File: src/rtl/turtle_pkg.sv
// Shared types for the Turtle CPU run controller: run states and halt causes.
package turtle_pkg;

    typedef enum logic [2:0] {
        INIT    = 3'd0,
        RUN     = 3'd1,
        MANUAL  = 3'd2,
        BP_HALT = 3'd3,
        STEP    = 3'd4,
        HALTED  = 3'd5
    } run_state_t;

    typedef enum logic [1:0] {
        NONE       = 2'd0,
        BREAKPOINT = 2'd1,
        HALT_INSTR = 2'd2
    } halt_cause_t;

endpackage

File: src/rtl/input_debouncer.sv
// Synchronizes one raw asynchronous input and debounces it into a stable level.
module input_debouncer #(
    parameter int DEBOUNCE_CYCLES = 50000,
    parameter int SYNC_STAGES     = 2
) (
    input  logic clk,
    input  logic reset_n,
    input  logic raw,
    output logic level
);

    localparam int CNT_W = $clog2(DEBOUNCE_CYCLES + 1);

    logic [SYNC_STAGES-1:0] sync_q;
    logic [CNT_W-1:0]       stable_cnt;
    logic                   synced;

    assign synced = sync_q[SYNC_STAGES-1];

    // stable_cnt counts consecutive synced samples that disagree with level.
    always_ff @(posedge clk or negedge reset_n) begin
        if (!reset_n) begin
            sync_q     <= '0;
            stable_cnt <= '0;
            level      <= 1'b0;
        end else begin
            sync_q <= (sync_q << 1) | SYNC_STAGES'(raw);
            if (synced == level) begin
                stable_cnt <= '0;
            end else if (stable_cnt == CNT_W'(DEBOUNCE_CYCLES - 1)) begin
                level      <= synced;
                stable_cnt <= '0;
            end else begin
                stable_cnt <= stable_cnt + CNT_W'(1);
            end
        end
    end

endmodule

File: src/rtl/turtle_run_controller.sv
// Generates the Turtle core clock enable: free-run, manual stepping,
// breakpoint/HALT stopping and an executed-cycle counter.
module turtle_run_controller
    import turtle_pkg::*;
#(
    parameter int DEBOUNCE_CYCLES = 50000,
    parameter int SYNC_STAGES     = 2,
    parameter int PC_WIDTH        = 10,
    parameter int CYCLE_CNT_WIDTH = 32
) (
    input  logic                       clk,
    input  logic                       reset_n,
    input  logic                       manual_clk_sw,
    input  logic                       pulse_clk_btn,
    input  logic [PC_WIDTH-1:0]        pc,
    input  logic                       halt_instr,
    input  logic                       bp_enable,
    input  logic [PC_WIDTH-1:0]        bp_addr,
    output logic                       cpu_clk_en,
    output logic [2:0]                 run_state,
    output logic [1:0]                 halt_cause,
    output logic [CYCLE_CNT_WIDTH-1:0] cycle_count
);

    localparam int INIT_CYCLES = DEBOUNCE_CYCLES + SYNC_STAGES + 1;
    localparam int INIT_W      = $clog2(INIT_CYCLES + 1);

    run_state_t        state_q, state_d;
    halt_cause_t       cause_q, cause_d;
    logic [INIT_W-1:0] init_cnt;
    logic              sw_level, btn_level, btn_level_q;
    logic              press, bp_hit, init_done;

    input_debouncer #(
        .DEBOUNCE_CYCLES(DEBOUNCE_CYCLES),
        .SYNC_STAGES    (SYNC_STAGES)
    ) u_sw_db (
        .clk    (clk),
        .reset_n(reset_n),
        .raw    (manual_clk_sw),
        .level  (sw_level)
    );

    input_debouncer #(
        .DEBOUNCE_CYCLES(DEBOUNCE_CYCLES),
        .SYNC_STAGES    (SYNC_STAGES)
    ) u_btn_db (
        .clk    (clk),
        .reset_n(reset_n),
        .raw    (pulse_clk_btn),
        .level  (btn_level)
    );

    assign press     = btn_level & ~btn_level_q;
    assign bp_hit    = bp_enable && (pc == bp_addr);
    assign init_done = (init_cnt == INIT_W'(INIT_CYCLES - 1));

    always_ff @(posedge clk or negedge reset_n) begin
        if (!reset_n) begin
            state_q     <= INIT;
            cause_q     <= NONE;
            init_cnt    <= '0;
            btn_level_q <= 1'b0;
            cycle_count <= '0;
        end else begin
            state_q     <= state_d;
            cause_q     <= cause_d;
            btn_level_q <= btn_level;
            if (state_q == INIT && !init_done) begin
                init_cnt <= init_cnt + INIT_W'(1);
            end
            if (cpu_clk_en && !(&cycle_count)) begin
                cycle_count <= cycle_count + CYCLE_CNT_WIDTH'(1);
            end
        end
    end

    // Enable is Mealy so a HALT or breakpoint suppresses the very cycle it appears in.
    always_comb begin
        state_d    = state_q;
        cause_d    = cause_q;
        cpu_clk_en = 1'b0;
        case (state_q)
            INIT: begin
                if (init_done) state_d = sw_level ? MANUAL : RUN;
            end
            RUN: begin
                cpu_clk_en = !(halt_instr || bp_hit);
                if (halt_instr) begin
                    state_d = HALTED;
                    cause_d = HALT_INSTR;
                end else if (bp_hit) begin
                    state_d = BP_HALT;
                    cause_d = BREAKPOINT;
                end else if (sw_level) begin
                    state_d = MANUAL;
                end
            end
            MANUAL: begin
                cpu_clk_en = press && sw_level && !halt_instr;
                if (halt_instr) begin
                    state_d = HALTED;
                    cause_d = HALT_INSTR;
                end else if (!sw_level) begin
                    state_d = RUN;
                end
            end
            BP_HALT: begin
                if (press) begin
                    state_d = STEP;
                    cause_d = NONE;
                end
            end
            STEP: begin
                cpu_clk_en = !halt_instr;
                if (halt_instr) begin
                    state_d = HALTED;
                    cause_d = HALT_INSTR;
                end else begin
                    state_d = sw_level ? MANUAL : RUN;
                end
            end
            HALTED: begin
            end
            default: begin
                state_d = INIT;
                cause_d = NONE;
            end
        endcase
    end

    assign run_state  = state_q;
    assign halt_cause = cause_q;

endmodule

File: config.mk
export PLATFORM = sky130hd
export DESIGN_NAME = turtle_run_controller
export DESIGN_NICKNAME = d
export VERILOG_FILES = /design/src/rtl/turtle_pkg.sv /design/src/rtl/input_debouncer.sv /design/src/rtl/turtle_run_controller.sv
export SDC_FILE = /design/constraint.sdc
export NUM_CORES = 1
export LEC_CHECK = 0
export BUFFER_PORTS_ARGS = -buffer_cell sky130_fd_sc_hd__buf_2
export CAP_MARGIN = 20
export CORE_MARGIN = 2
export CORE_UTILIZATION = 59
export CTS_BUF_LIST = sky130_fd_sc_hd__clkbuf_2
export DETAILED_ROUTE_END_ITERATION = 7
export GPL_TIMING_DRIVEN = 0
export PLACE_DENSITY = 0.94
export SYNTH_ARGS = -nofsm -noshare
export SYNTH_HDL_FRONTEND = slang
export SYNTH_SLANG_ARGS = --single-unit
export TNS_END_PERCENT = 20
File: constraint.sdc
create_clock -name clk -period 2.5 [get_ports clk]
set_input_delay 0.25 -clock clk [delete_from_list [all_inputs] [get_ports clk]]
set_output_delay 0.25 -clock clk [all_outputs]
set_load 0.005 [all_outputs]
# --- Word-level counts from Yosys, hierarchy flattened ---
# Cells that the tools add are included.
word_totals:
  register_bits: 92
  inputBits: 26
  out_inout_bits: 38
  elab_cells: 78
classes:
  n_addsub: 4
  n_eq_ne: 17
  mux: 20
  bitwise_logic: 8
  reduce_logical: 18
op_table:
  columns: ["operator", "n"]
  rows:
  - ["16-bit 2-to-1 mux", 4]
  - ["16-bit by 1-bit adder with 16-bit output (second input constant)", 3]
  - ["16-bit == test (second input constant)", 3]
  - ["32-bit by 1-bit adder with 32-bit output (second input constant)", 1]
  - ["32-bit AND reduction", 1]
  - ["3-bit 2-to-1 mux", 8]
  - ["3-bit case mux with 6 select lines", 1]
  - ["10-bit == test", 1]
  - ["2-bit 2-to-1 mux", 5]
  - ["2-bit case mux with 4 select lines", 1]
  - ["3-bit by 2-bit == test with 1-bit output (second input constant)", 2]
  - ["3-bit == test (second input constant)", 2]
  - ["3-bit inequality test (second input constant)", 2]
  - ["1-bit logical AND", 5]
  - ["1-bit inverter", 5]
  - ["5-bit AND reduction", 1]
  - ["1-bit zero test", 4]
  - ["2-bit inequality test (second input constant)", 2]
  - ["4-bit by 3-bit inequality test with 1-bit output (second input constant)", 1]
  - ["2-bit by 1-bit OR with 2-bit output", 2]
  - ["2-bit AND reduction", 2]
  - ["4-bit AND reduction", 1]
  - ["2-bit OR reduction", 2]
  - ["3-bit by 1-bit == test with 1-bit output (second input constant)", 1]
  - ["other kinds (6)", 7]

# --- Longest topological paths before layout ---
# Gate-level depths: netlist of run 1.
logic_depth:
  ltp_word: 6
  ltp_mapped: 9
  ltp_nobuf: 8

# --- Cells and area by module ---
# A second synthesis of run 1 with hierarchy kept.
unflattened:
  cells_unflattened: 443
  area_unflattened_um2: 4733.3
modules_own_cells:
  columns: ["module", "n_inst", "cells_per_inst", "area_per_inst_um2", "seq_area_each_um2"]
  rows:
  - ["turtle_run_controller", 1, 277, 2859.0, 1351.3]
  - ["input_debouncer", 2, 83, 937.1, 475.5]

# --- Least setup slack after synthesis of run 1 ---
# No wires, ideal clock.
synth_path:
  kind: "reg2reg"
  start: "register cycle_count[19]"
  end: "register cycle_count[29]"
  setup_ns: 0.124
  t_arrival_ns: 1.811
  required_time_ns: 2.376
  slack_ns: 0.565
  path_stages_with_launch: 8
  n_path_buf: 1
  period_less_slack_ns: 1.935
  cell_sequence: "dfrtp_1 -> nand4_2 -> or4_1 -> clkbuf_2 -> nor3_2 -> nor3_2 -> and4b_1 -> xor2_1"
synth_between:
  elab_chain_cells: 3
  word_cells_on_any_way: 4
  classes_between: "add/sub (1); reduce/logical (3)"
synth_rtl:
  columns: ["element", "line", "text"]
  rows:
  - ["from (decl)", "turtle_run_controller.sv:22", "output logic [CYCLE_CNT_WIDTH-1:0] cycle_count"]
  - ["from (signal assigned)", "turtle_run_controller.sv:73", "cycle_count <= cycle_count + CYCLE_CNT_WIDTH'(1);"]
  - ["parallel branches: the longest is 3 deep, another holds 32-bit by 1-bit adder with 32-bit output", null, null]
# Parallel ways; which one is timed is not known.
# A chain may end at the register's enable or synchronous reset.

# --- Worst setup path in the final report of run 1 ---
layout_path:
  start: "register state_q[0] (netlist: run_state[0])"
  end: "output cpu_clk_en"
layout_between:
  elab_chain_cells: 2
  word_cells_on_any_way: 4
  classes_between: "eq/ne (3); mux (1)"
layout_rtl:
  columns: ["element", "line", "text"]
  rows:
  - ["from (decl)", "turtle_run_controller.sv:28", "run_state_t state_q, state_d;"]
  - ["from (signal assigned)", "turtle_run_controller.sv:66", "state_q <= state_d;"]
  - ["3-bit == test (tied with other cells)", "turtle_run_controller.sv:83", "case (state_q)"]
  - ["1-bit case mux with 3 select lines (*)", "turtle_run_controller.sv:83", null]
  - ["to (decl)", "turtle_run_controller.sv:19", "output logic cpu_clk_en,"]
# Mark *: on every way between the ends. The rest lies on a longest branch, timed or not.

==> results.yml, run 1 <==
status:
  run_status: "finished, final reports clean"
yosys:
  ys_seq_elements: 92
  synth_sequential_area_ratio_pct: 50.30
  synth-async-reset-ratio_pct: 100.0
  netlist-cell-type-count: 49
  net_count_after_synthesis: 481
  synth_cells: 450
  post_synth.cell_area_avg_um2: 10.17
  synth_area_um2: 4577
  synth-edff-count: 0
  ys_dominant_reg_cell: "sky130_fd_sc_hd__dfrtp_1"
  yosysWarnings: 0
sta:
  layout_min_cycle_time_ns: 2.356
  setup-violations-final: 0
  tightestPinTransition_ns: 0.6905
  max_freq_mhz: 424.5
  fin_hold_ws_ns: 0.1072
  fin_worst_skew_ns: 0.02541
  slew-limit-headroom_pct: 53.61
  timing_hold_violations_final: 0
  min_period_over_period_pct: 94.23
  timing.final.max_slew_violations: 0
clocking:
  clock-root-buffer: "sky130_fd_sc_hd__clkbuf_2"
  clock_sink_count: 92
  worstSkewPairLatency_ns: 0.53
  cts_buffers: 9
  clockBufferDepth: 2
  cts_tree: "done"
  clkTransAtPathRegs_ns: 0.23
  cts.htree.levels: 3
layout:
  n_antenna_cell: 0
  register_area_um2: 2306
  multi_input_comb_area_um2: 2217
  utilization_pct: 69.31
  stdcell_area_um2: 5273
  nNetsFinal: 561
  drive_above_1_share_pct: 19.63
  areaGrowthSynthToFinish_pct: 15.20
  final.fill_count: 549
  finish.cell_count_without_fillers: 637
place:
  dpl.cell_count: 616
  globalplace.congestion: 0.8911
  place_hpwl_mm: 6.860
  io_buffer_count: 63
  placement.cell_area_um2: 5050
worst_setup_path:
  worstSetupEndpointType: "primary output"
  r2r_cells: 9
  element_type_at_the_critical_path_start: "flop"
  timing_worst_setup_path_type: "reg -> out"
  required_ns: 2.25
  timing.critical_path.fanout_max: 10
  worstPathArrival_ns: 2.11
detailed_routing:
  routed_via_density: 5.636
  drcViolationCount: 0
  antenna_violating_nets_post_route: 0
  drt_first_pass_iters: 5
  routed_wire_length_per_instance_um: 14.85
  routed_wirelength_mm: 9.457
  vias: 3590
  detailedRoute.firstIterationViolations: 201
power_and_ir_drop:
  power.ir.vdd_worst_uv: 443.1
  pleak_nw: 2.463
  cellPowerDensity_nw_per_um2: 686.6
global_routing:
  grt_pass1_wl_mm: 16.36
  antenna_found_initial: 0
  global_route.overflow_total: 0
  global_route.usage.total_pct: 23.82
  grt_pass1_vias: 3631
  grt_max_degree: 52
floorplanning:
  core_area_um2: 7607
  start_util_pct: 60.16
  chipWidth_um: 92.08
  io-pin-count: 64
  chipHeight_um: 92.08
  row_cnt: 32
  fp.dieArea_um2: 8478
run:
  cap_viol_max_count: 0
min_path:
  worstHoldPathType: "in -> reg"
  min_path_cells: 3
sequential cells by signal, indices dropped and copies added, names as in the netlist:
register,cells
u_sw_db.level,1
halt_cause,2
u_btn_db.stable_cnt,16
u_sw_db.sync_q,2
u_sw_db.stable_cnt,16
btn_level_q,1
u_btn_db.sync_q,2
u_btn_db.level,1
run_state,3
cycle_count,32
init_cnt,16
cells in the mapped netlist (3+ instances only):
library cell | number | area, um2
sky130_fd_sc_hd__dfrtp_1 | 92 | 2302
sky130_fd_sc_hd__xnor2_1 | 63 | 551.8
sky130_fd_sc_hd__nor2_1 | 61 | 229.0
sky130_fd_sc_hd__nand3_1 | 33 | 165.2
sky130_fd_sc_hd__nand2_1 | 32 | 120.1
sky130_fd_sc_hd__nand4_1 | 23 | 143.9
sky130_fd_sc_hd__xor2_1 | 22 | 192.7
sky130_fd_sc_hd__and3_1 | 17 | 106.4
sky130_fd_sc_hd__nor3_1 | 13 | 65.06
sky130_fd_sc_hd__inv_1 | 12 | 45.04
sky130_fd_sc_hd__a21oi_1 | 6 | 30.03
sky130_fd_sc_hd__nor4_1 | 6 | 37.54
sky130_fd_sc_hd__and4_1 | 5 | 43.79
sky130_fd_sc_hd__clkbuf_1 | 5 | 18.77
sky130_fd_sc_hd__ha_1 | 5 | 62.56
sky130_fd_sc_hd__mux2_2 | 5 | 56.30
sky130_fd_sc_hd__o21ai_0 | 5 | 25.02
sky130_fd_sc_hd__or3_1 | 4 | 25.02
sky130_fd_sc_hd__or4_1 | 3 | 22.52
cell usage in the layout, fill, tap and decap left out, drive strengths merged, types with 12 or more instances in the layout:
master,n
dfrtp,92
buf,68
xnor2,63
nor2,61
nand3,34
nand2,32
nand4,24
xor2,22
and3,17
clkbuf,17
nor3,15
inv,12
area by class of cell:
class / count / share of cell area, %
Timing Repair Buffer: 69 / 7.404
Clock inverter: 6 / 1.685
Sequential cell: 92 / 43.74
Inverter: 12 / 0.8543
Multi-Input combinational cell: 337 / 42.05
Buffer: 9 / 0.9018
Clock buffer: 10 / 0.9492
Tap cell: 102 / 2.420
power by group:
group | switching, W | total, W | internal, W
Sequential | 0.000155 | 0.00179 | 0.00163
Clock | 0.000490 | 0.000826 | 0.000335
Combinational | 0.000567 | 0.00101 | 0.000443
Total | 0.00121 | 0.00362 | 0.00241
worst paths after layout:
| kind | from | slack, ns | to |
|---|---|---|---|
| setup / recovery | run_state[0] | 0.14 | cpu_clk_en |
| min in group asynchronous | reset_n | 0.21 | u_sw_db.stable_cnt[13] |
| max in group asynchronous | reset_n | 1.66 | cycle_count[2] |
| setup reg to reg | init_cnt[0] | 0.23 | run_state[1] |
| hold / removal | halt_instr | 0.11 | run_state[2] |
| hold reg to reg | u_sw_db.sync_q[0] | 0.38 | u_sw_db.sync_q[1] |
routing by layer:
| metal | global-route usage (%) | share of wire (%) | vias up |
|---|---|---|---|
| met4 | 8.831 | 1.4 | 0 |
| met2 | 39.83 | 51 | 112 |
| met3 | 5.259 | 4.8 | 14 |
| li1 | - | - | 1724 |
| met5 | 0 | 0 | - |
| met1 | 30.57 | 43 | 1740 |
timing repair:
action	in CTS	in global routing
resized for setup	4	7
setup endpoints to repair	1	3
pin swaps	0	2
hold buffers	3	0
setup buffers	1	1
hold endpoints to repair	43	0
logic make-up (layout without fill, tap and decap cells):
logic type,Yosys count,in the layout,synth area share (%)
AOI/OAI and AO/OA,22,22,3.199
xor gates and xnor gates,85,85,16.27
adders and majority gates,5,5,1.367
buffers and inverters,21,106,1.968
DFF,92,92,50.30
muxes,5,5,1.230
and+or+nand+nor,220,220,25.67
stage by stage:
stage	setup slack, ns	power, W	setup TNS (ns)
after floorplan	0.5653	0.002406	0
after global placement	0.3366	0.002666	0
after detailed placement	0.2524	0.002734	0
after CTS	0.04878	0.003589	0
after global routing	-0.0001918	0.003826	-0.0001918
final	0.1443	0.003620	0
worst max-delay path, cell delays in order, from the launching register on:
cell and delay, ns:
sky130_fd_sc_hd__dfrtp_2 0.46, sky130_fd_sc_hd__clkbuf_4 0.21, sky130_fd_sc_hd__inv_1 0.14, sky130_fd_sc_hd__nor2_2 0.19, sky130_fd_sc_hd__a21boi_4 0.09, sky130_fd_sc_hd__or2_4 0.28
sky130_fd_sc_hd__inv_1 0.09, sky130_fd_sc_hd__buf_2 0.12
Power figures use the tool's default switching activity.
==> inputs of run 2 (changes only) <==
Settings changed: CELL_PAD_IN_SITES_DETAIL_PLACEMENT from default to 0, CELL_PAD_IN_SITES_GLOBAL_PLACEMENT from default to 1, CORE_UTILIZATION 59 to 46.
==> run 2 against run 1 <==
Via count down 1.0%. Largest power group unchanged. Final cell count up 6.0%. Combinational power grew 6%. Core utilization shrank 15 points. Critical endpoint unchanged.
==> results.yml, run 2 (same netlist as run 1, synthesis figures left out) <==
detailed_routing:
  antenna_violating_nets_post_route: 0
  drt_first_pass_iters: 5
  routed_wire_length_per_instance_um: 13.41
  drcViolationCount: 0
  routed_wirelength_mm: 9.053
  vias: 3554
  routed_via_density: 5.265
  detailedRoute.firstIterationViolations: 139
layout:
  drive_above_1_share_pct: 20.85
  n_antenna_cell: 0
  areaGrowthSynthToFinish_pct: 16.38
  flip_flop_count_of_the_largest_register_all_copies_and_words_added: 32
  top_register: "cycle_count"
  leading_cell_type_in_the_layout_fill_and_taps_excluded: "sky130_fd_sc_hd__dfrtp_1"
  utilization_pct: 54.75
  commonest_non_fill_non_tap_cells_in_the_layout: "sky130_fd_sc_hd__dfrtp_1, sky130_fd_sc_hd__xnor2_1, sky130_fd_sc_hd__buf_2"
  nNetsFinal: 568
clocking:
  worstSkewPairLatency_ns: 0.57
  cts_buffers: 9
  cts_tree: "done"
  clock_sink_count: 92
  cts.htree.levels: 3
  clockBufferDepth: 2
  clkTransAtPathRegs_ns: 0.26
  clock-root-buffer: "sky130_fd_sc_hd__clkbuf_2"
sta:
  setup_total_negative_slack_ns: 0
  timing_hold_violations_final: 0
  max_freq_mhz: 414.1
  layout_min_cycle_time_ns: 2.415
  min_period_over_period_pct: 96.59
  fin_worst_skew_ns: 0.04975
  slew-limit-headroom_pct: 46.33
  tightestPinTransition_ns: 0.7989
  unrepaired_setup_endpoints_after_global_routing: "yes"
  timing.final.max_slew_violations: 0
  setup-violations-final: 0
worst_setup_path:
  timing.rr.start: "run_state[1]"
  timing.critical_path.fanout_max: 4
  ff2ff_setup_slack_ns: 0.25
  required_ns: 2.25
  timing.critical_path.cells: "and2b_2 > a32oi_2 > nor4b_4 > or2_4 > inv_4 > buf_6"
  worstPathArrival_ns: 2.16
  r2r_cells: 7
  timing_worst_setup_path_type: "reg -> out"
  worstSetupStartpoint: "run_state[2]"
  cell_with_the_largest_stage_delay_on_the_worst_path: "sky130_fd_sc_hd__dfrtp_1"
  critical-path-max-stage-delay_ns: 0.45
  element_type_at_the_critical_path_start: "flop"
  worstSetupEndpointType: "primary output"
status:
  run_status: "finished, final reports clean"
global_routing:
  grt_pass1_vias: 3451
  global_route.usage.total_pct: 17.53
  global_route.overflow_total: 0
  grt_pass1_wl_mm: 15.76
  antenna_found_initial: 0
  grt_max_degree: 52
power_and_ir_drop:
  cellPowerDensity_nw_per_um2: 661.0
  power.ir.vdd_worst_uv: 372.4
  p_switching_w: 0.001237
  power_frac_seq_pct: 50.5
  combinational_fraction_of_design_power_pct: 30.3
  cell_internal_pwr_w: 0.002284
  finalPower_w: 0.003521
  switching_share_pct: 35.14
  pleak_nw: 2.479
  power.clock.fraction_pct: 19.3
floorplanning:
  io-pin-count: 64
  fp.dieArea_um2: 10760
  chipHeight_um: 103.8
  row_cnt: 36
  start_util_pct: 47.04
  chipWidth_um: 103.8
  core_area_um2: 9729
min_path:
  hp-start: "halt_instr"
  min_path_cells: 3
  worstHoldPathType: "in -> reg"
place:
  globalplace.congestion: 0.8061
  place_hpwl_mm: 6.550
  io_buffer_count: 63
run:
  cap_viol_max_count: 0
==> run 2: changes by cell type in the layout (fill, tap and decap cells not counted), moves of 2 or more <==
cell | previous run | this run
sky130_fd_sc_hd__bufinv_16 | 2 | 0
sky130_fd_sc_hd__dfrtp_2 | 3 | 0
sky130_fd_sc_hd__dfrtp_1 | 89 | 92
sky130_fd_sc_hd__buf_4 | 3 | 10
==> run 2: stage by stage <==
| stage | instances | setup WS, ns | cell area (um2) | hold slack (ns) |
|---|---|---|---|---|
| CTS | 670 | 0.01219 | 5269 | 0.001415 |
| finish | 675 | 0.08520 | 5326 | 0.05628 |
| detailed placement | 647 | 0.2474 | 5089 | 0.2780 |
| floorplan | 450 | 0.5653 | 4577 | -0.04559 |
| global placement | 646 | 0.2737 | 5059 | 0.3346 |
| global route | 675 | -0.05576 | 5326 | 0.02605 |
==> run 2: worst paths after layout <==
path                                     endpoint
max reg2reg                          run_state[0]
min                                  run_state[2]
max in group asynchronous         cycle_count[16]
min in group asynchronous  u_sw_db.stable_cnt[15]
min reg2reg                     u_sw_db.sync_q[1]
max                                    cpu_clk_en
==> run 2: power groups by stage <==
| stage | Combinational, W | Clock [W] | Sequential (W) |
|---|---|---|---|
| floorplan | 0.000621 | 0 | 0.00178 |
| detailed placement | 0.000897 | 0 | 0.00181 |
| CTS | 0.000968 | 0.000699 | 0.00177 |
| global route | 0.00119 | 0.000768 | 0.00180 |
| finish | 0.00107 | 0.000678 | 0.00178 |
| global placement | 0.000876 | 0 | 0.00180 |
==> run 2: final cells by class <==
| type | count | area, um2 |
|---|---|---|
| fill | 911 | 4403 |
| sequential | 92 | 2302 |
| multi-input combinational | 337 | 2215 |
| timing repair buffer | 76 | 449.2 |
| tap | 133 | 166.4 |
| clock buffer | 10 | 50.05 |
| clock inverter | 6 | 48.80 |
| buffer | 9 | 47.55 |
| inverter | 12 | 47.55 |
==> run 2: worst max-delay path, delay by kind of cell (launching register included) <==
family | cells | cell delay, ns
simple gates | 3 | 0.80
buf+inv | 2 | 0.14
flops | 1 | 0.45
compound gates | 1 | 0.23
==> run 2: routing by layer <==
layer / part of all wire [%] / global-route usage, % / vias to the layer above
met5: 0 / 0 / -
met4: 0.70 / 3.378 / 0
met3: 3.6 / 4.720 / 8
met2: 48 / 28.10 / 55
met1: 48 / 24.24 / 1754
li1: - / - / 1737
==> run 2: timing repair <==
action                                  CTS  global route
endpoints found under the setup margin    1             1
setup buffers                             4             5
resized for setup                         4             8
hold buffers                              3             0
pin swaps                                 0             2
endpoints found under the hold margin    43             0
==> inputs of run 3 (changes only) <==
Settings changed: PLACE_DENSITY 0.94 to default, PLACE_DENSITY_LB_ADDON from default to 0.1.
==> run 3 against run 2 <==
Non-clock buffer count decreased by 1. Critical endpoint unchanged. Global-route usage rose by 0.65 points. Largest cell class unchanged. Final area fell by 0.19%.
==> results.yml, run 3 (same netlist as run 1, synthesis figures left out) <==
clocking:
  cts_tree: "done"
  cts.htree.levels: 3
  clkTransAtPathRegs_ns: 0.24
  worstSkewPairLatency_ns: 0.56
  clock_sink_count: 92
  cts_buffers: 9
  clockBufferDepth: 2
  clock-root-buffer: "sky130_fd_sc_hd__clkbuf_2"
sta:
  setup-violations-final: 0
  tightestPinTransition_ns: 0.7404
  timing.final.max_slew_violations: 0
  slew-limit-headroom_pct: 50.26
  min_period_over_period_pct: 94.79
  setup_total_negative_slack_ns: 0
  timing_hold_violations_final: 0
  unrepaired_setup_endpoints_after_global_routing: "yes"
  fin_worst_skew_ns: 0.03040
  max_freq_mhz: 422.0
  layout_min_cycle_time_ns: 2.370
worst_setup_path:
  worstPathArrival_ns: 2.12
  timing.critical_path.fanout_max: 5
  element_type_at_the_critical_path_start: "flop"
  cell_with_the_largest_stage_delay_on_the_worst_path: "sky130_fd_sc_hd__dfrtp_2"
  r2r-end: "cycle_count[15]"
  required_ns: 2.25
  ff2ff_setup_slack_ns: 0.17
  worstSetupEndpointType: "primary output"
  critical-path-max-stage-delay_ns: 0.49
  timing.rr.start: "run_state[0]"
  timing_worst_setup_path_type: "reg -> out"
  timing.critical_path.cells: "and2b_2 > a32oi_2 > nor4b_4 > or2_1 > inv_2 > buf_6"
  r2r_cells: 8
floorplanning:
  row_cnt: 36
  chipWidth_um: 103.8
  io-pin-count: 64
  start_util_pct: 47.04
  chipHeight_um: 103.8
  fp.dieArea_um2: 10760
  core_area_um2: 9729
layout:
  top_register: "cycle_count"
  commonest_non_fill_non_tap_cells_in_the_layout: "sky130_fd_sc_hd__dfrtp_1, sky130_fd_sc_hd__xnor2_1, sky130_fd_sc_hd__buf_2"
  register_area_um2: 2305
  multi_input_comb_area_um2: 2210
  leading_cell_type_in_the_layout_fill_and_taps_excluded: "sky130_fd_sc_hd__dfrtp_1"
  areaGrowthSynthToFinish_pct: 16.16
  n_antenna_cell: 0
  flip_flop_count_of_the_largest_register_all_copies_and_words_added: 32
  final.fill_count: 904
  nNetsFinal: 567
  drive_above_1_share_pct: 20.19
detailed_routing:
  routed_via_density: 5.140
  routed_wirelength_mm: 9.309
  vias: 3459
  detailedRoute.firstIterationViolations: 111
  drt_first_pass_iters: 4
  antenna_violating_nets_post_route: 0
  routed_wire_length_per_instance_um: 13.83
  drcViolationCount: 0
global_routing:
  grt_pass1_wl_mm: 16.01
  antenna_found_initial: 0
  grt_max_degree: 58
  grt_pass1_vias: 3295
  global_route.usage.total_pct: 18.17
  global_route.overflow_total: 0
status:
  run_status: "finished, final reports clean"
power_and_ir_drop:
  finalPower_w: 0.003534
  cellPowerDensity_nw_per_um2: 664.7
  power.ir.vdd_worst_uv: 413.8
  pleak_nw: 2.475
min_path:
  worstHoldPathType: "in -> async"
place:
  globalplace.congestion: 0.7917
  io_buffer_count: 63
  place_hpwl_mm: 6.697
run:
  cap_viol_max_count: 0
-- run 3: changes by cell type in the layout (fill, tap and decap cells not counted), sizes merged --
cell         before  now
buf              75   73
clkbuf           17   19
clkinvlp          2    0
inv              14   12
bufinv            0    1
dlygate4sd3       3    4
-- run 3: layout make-up --
type / instances / share of cell area (%)
timing repair buffer: 75 / 8.355
inverter: 12 / 0.8473
sequential: 92 / 43.35
tap: 133 / 3.130
multi-input combinational: 337 / 41.56
clock inverter: 3 / 0.7296
clock buffer: 12 / 1.130
buffer: 9 / 0.8943
-- run 3: worst max path at each step --
stage	startpoint	slack [ns]	endpoint	cells after the start
6_report	run_state[1]	0.13	cpu_clk_en	6
4_1_cts	run_state[1]	0.005	cpu_clk_en	6
3_5_place_dp	run_state[1]	0.24	cycle_count[25]	7
3_3_place_gp	reset_n	0.26	cycle_count[15]	1
5_1_grt	run_state[1]	-0.04	cpu_clk_en	6
2_1_floorplan	cycle_count[19]	0.57	cycle_count[29]	7
-- run 3: power breakdown --
| part | total [W] | internal, W | switching (W) | leakage (nW) |
|---|---|---|---|---|
| combinational | 0.00104 | 0.000491 | 0.000547 | 1.16 |
| sequential | 0.00178 | 0.00163 | 0.000148 | 1.24 |
| clock | 0.000719 | 0.000234 | 0.000486 | 0.0695 |
| total | 0.00353 | 0.00235 | 0.00118 | 2.48 |
-- run 3: repair_timing --
action                     CTS  global route
hold endpoints to repair    38             0
pin swaps                    1             2
setup endpoints to repair    1             5
buffers inserted             6             1
resized for setup            4             7
hold buffers                 4             0
-- run 3: per-layer routing --
layer	share of wire, %	routed length, um	up-vias	global-route usage (%)
li1	-	-	1727	-
met1	49	4537	1657	25.22
met2	46	4246	68	28.00
met3	4.7	435	7	5.979
met4	0.96	89	0	3.861
met5	0	0	-	0
-- run 3: worst max-delay path: cells and delay by family (launching register included) --
kind	cells	cell delay [ns]
buffers and inverters	2	0.17
AO/OA/AOI/OAI	1	0.23
flip-flops	1	0.49
AND/OR/NAND/NOR	3	0.68
-- run 3: per-stage QoR --
step	hold slack, ns	cell area (um2)	cells	utilization [%]	setup WS (ns)
after floorplan	-0.04559	4577	450	-	0.5653
after global placement	0.3377	5059	646	51.99	0.2609
after detailed placement	0.2535	5089	647	52.30	0.2421
after CTS	0.1078	5293	672	54.40	0.004664
after global routing	0.1080	5316	673	54.64	-0.03754
final	0.1607	5316	673	54.64	0.1303
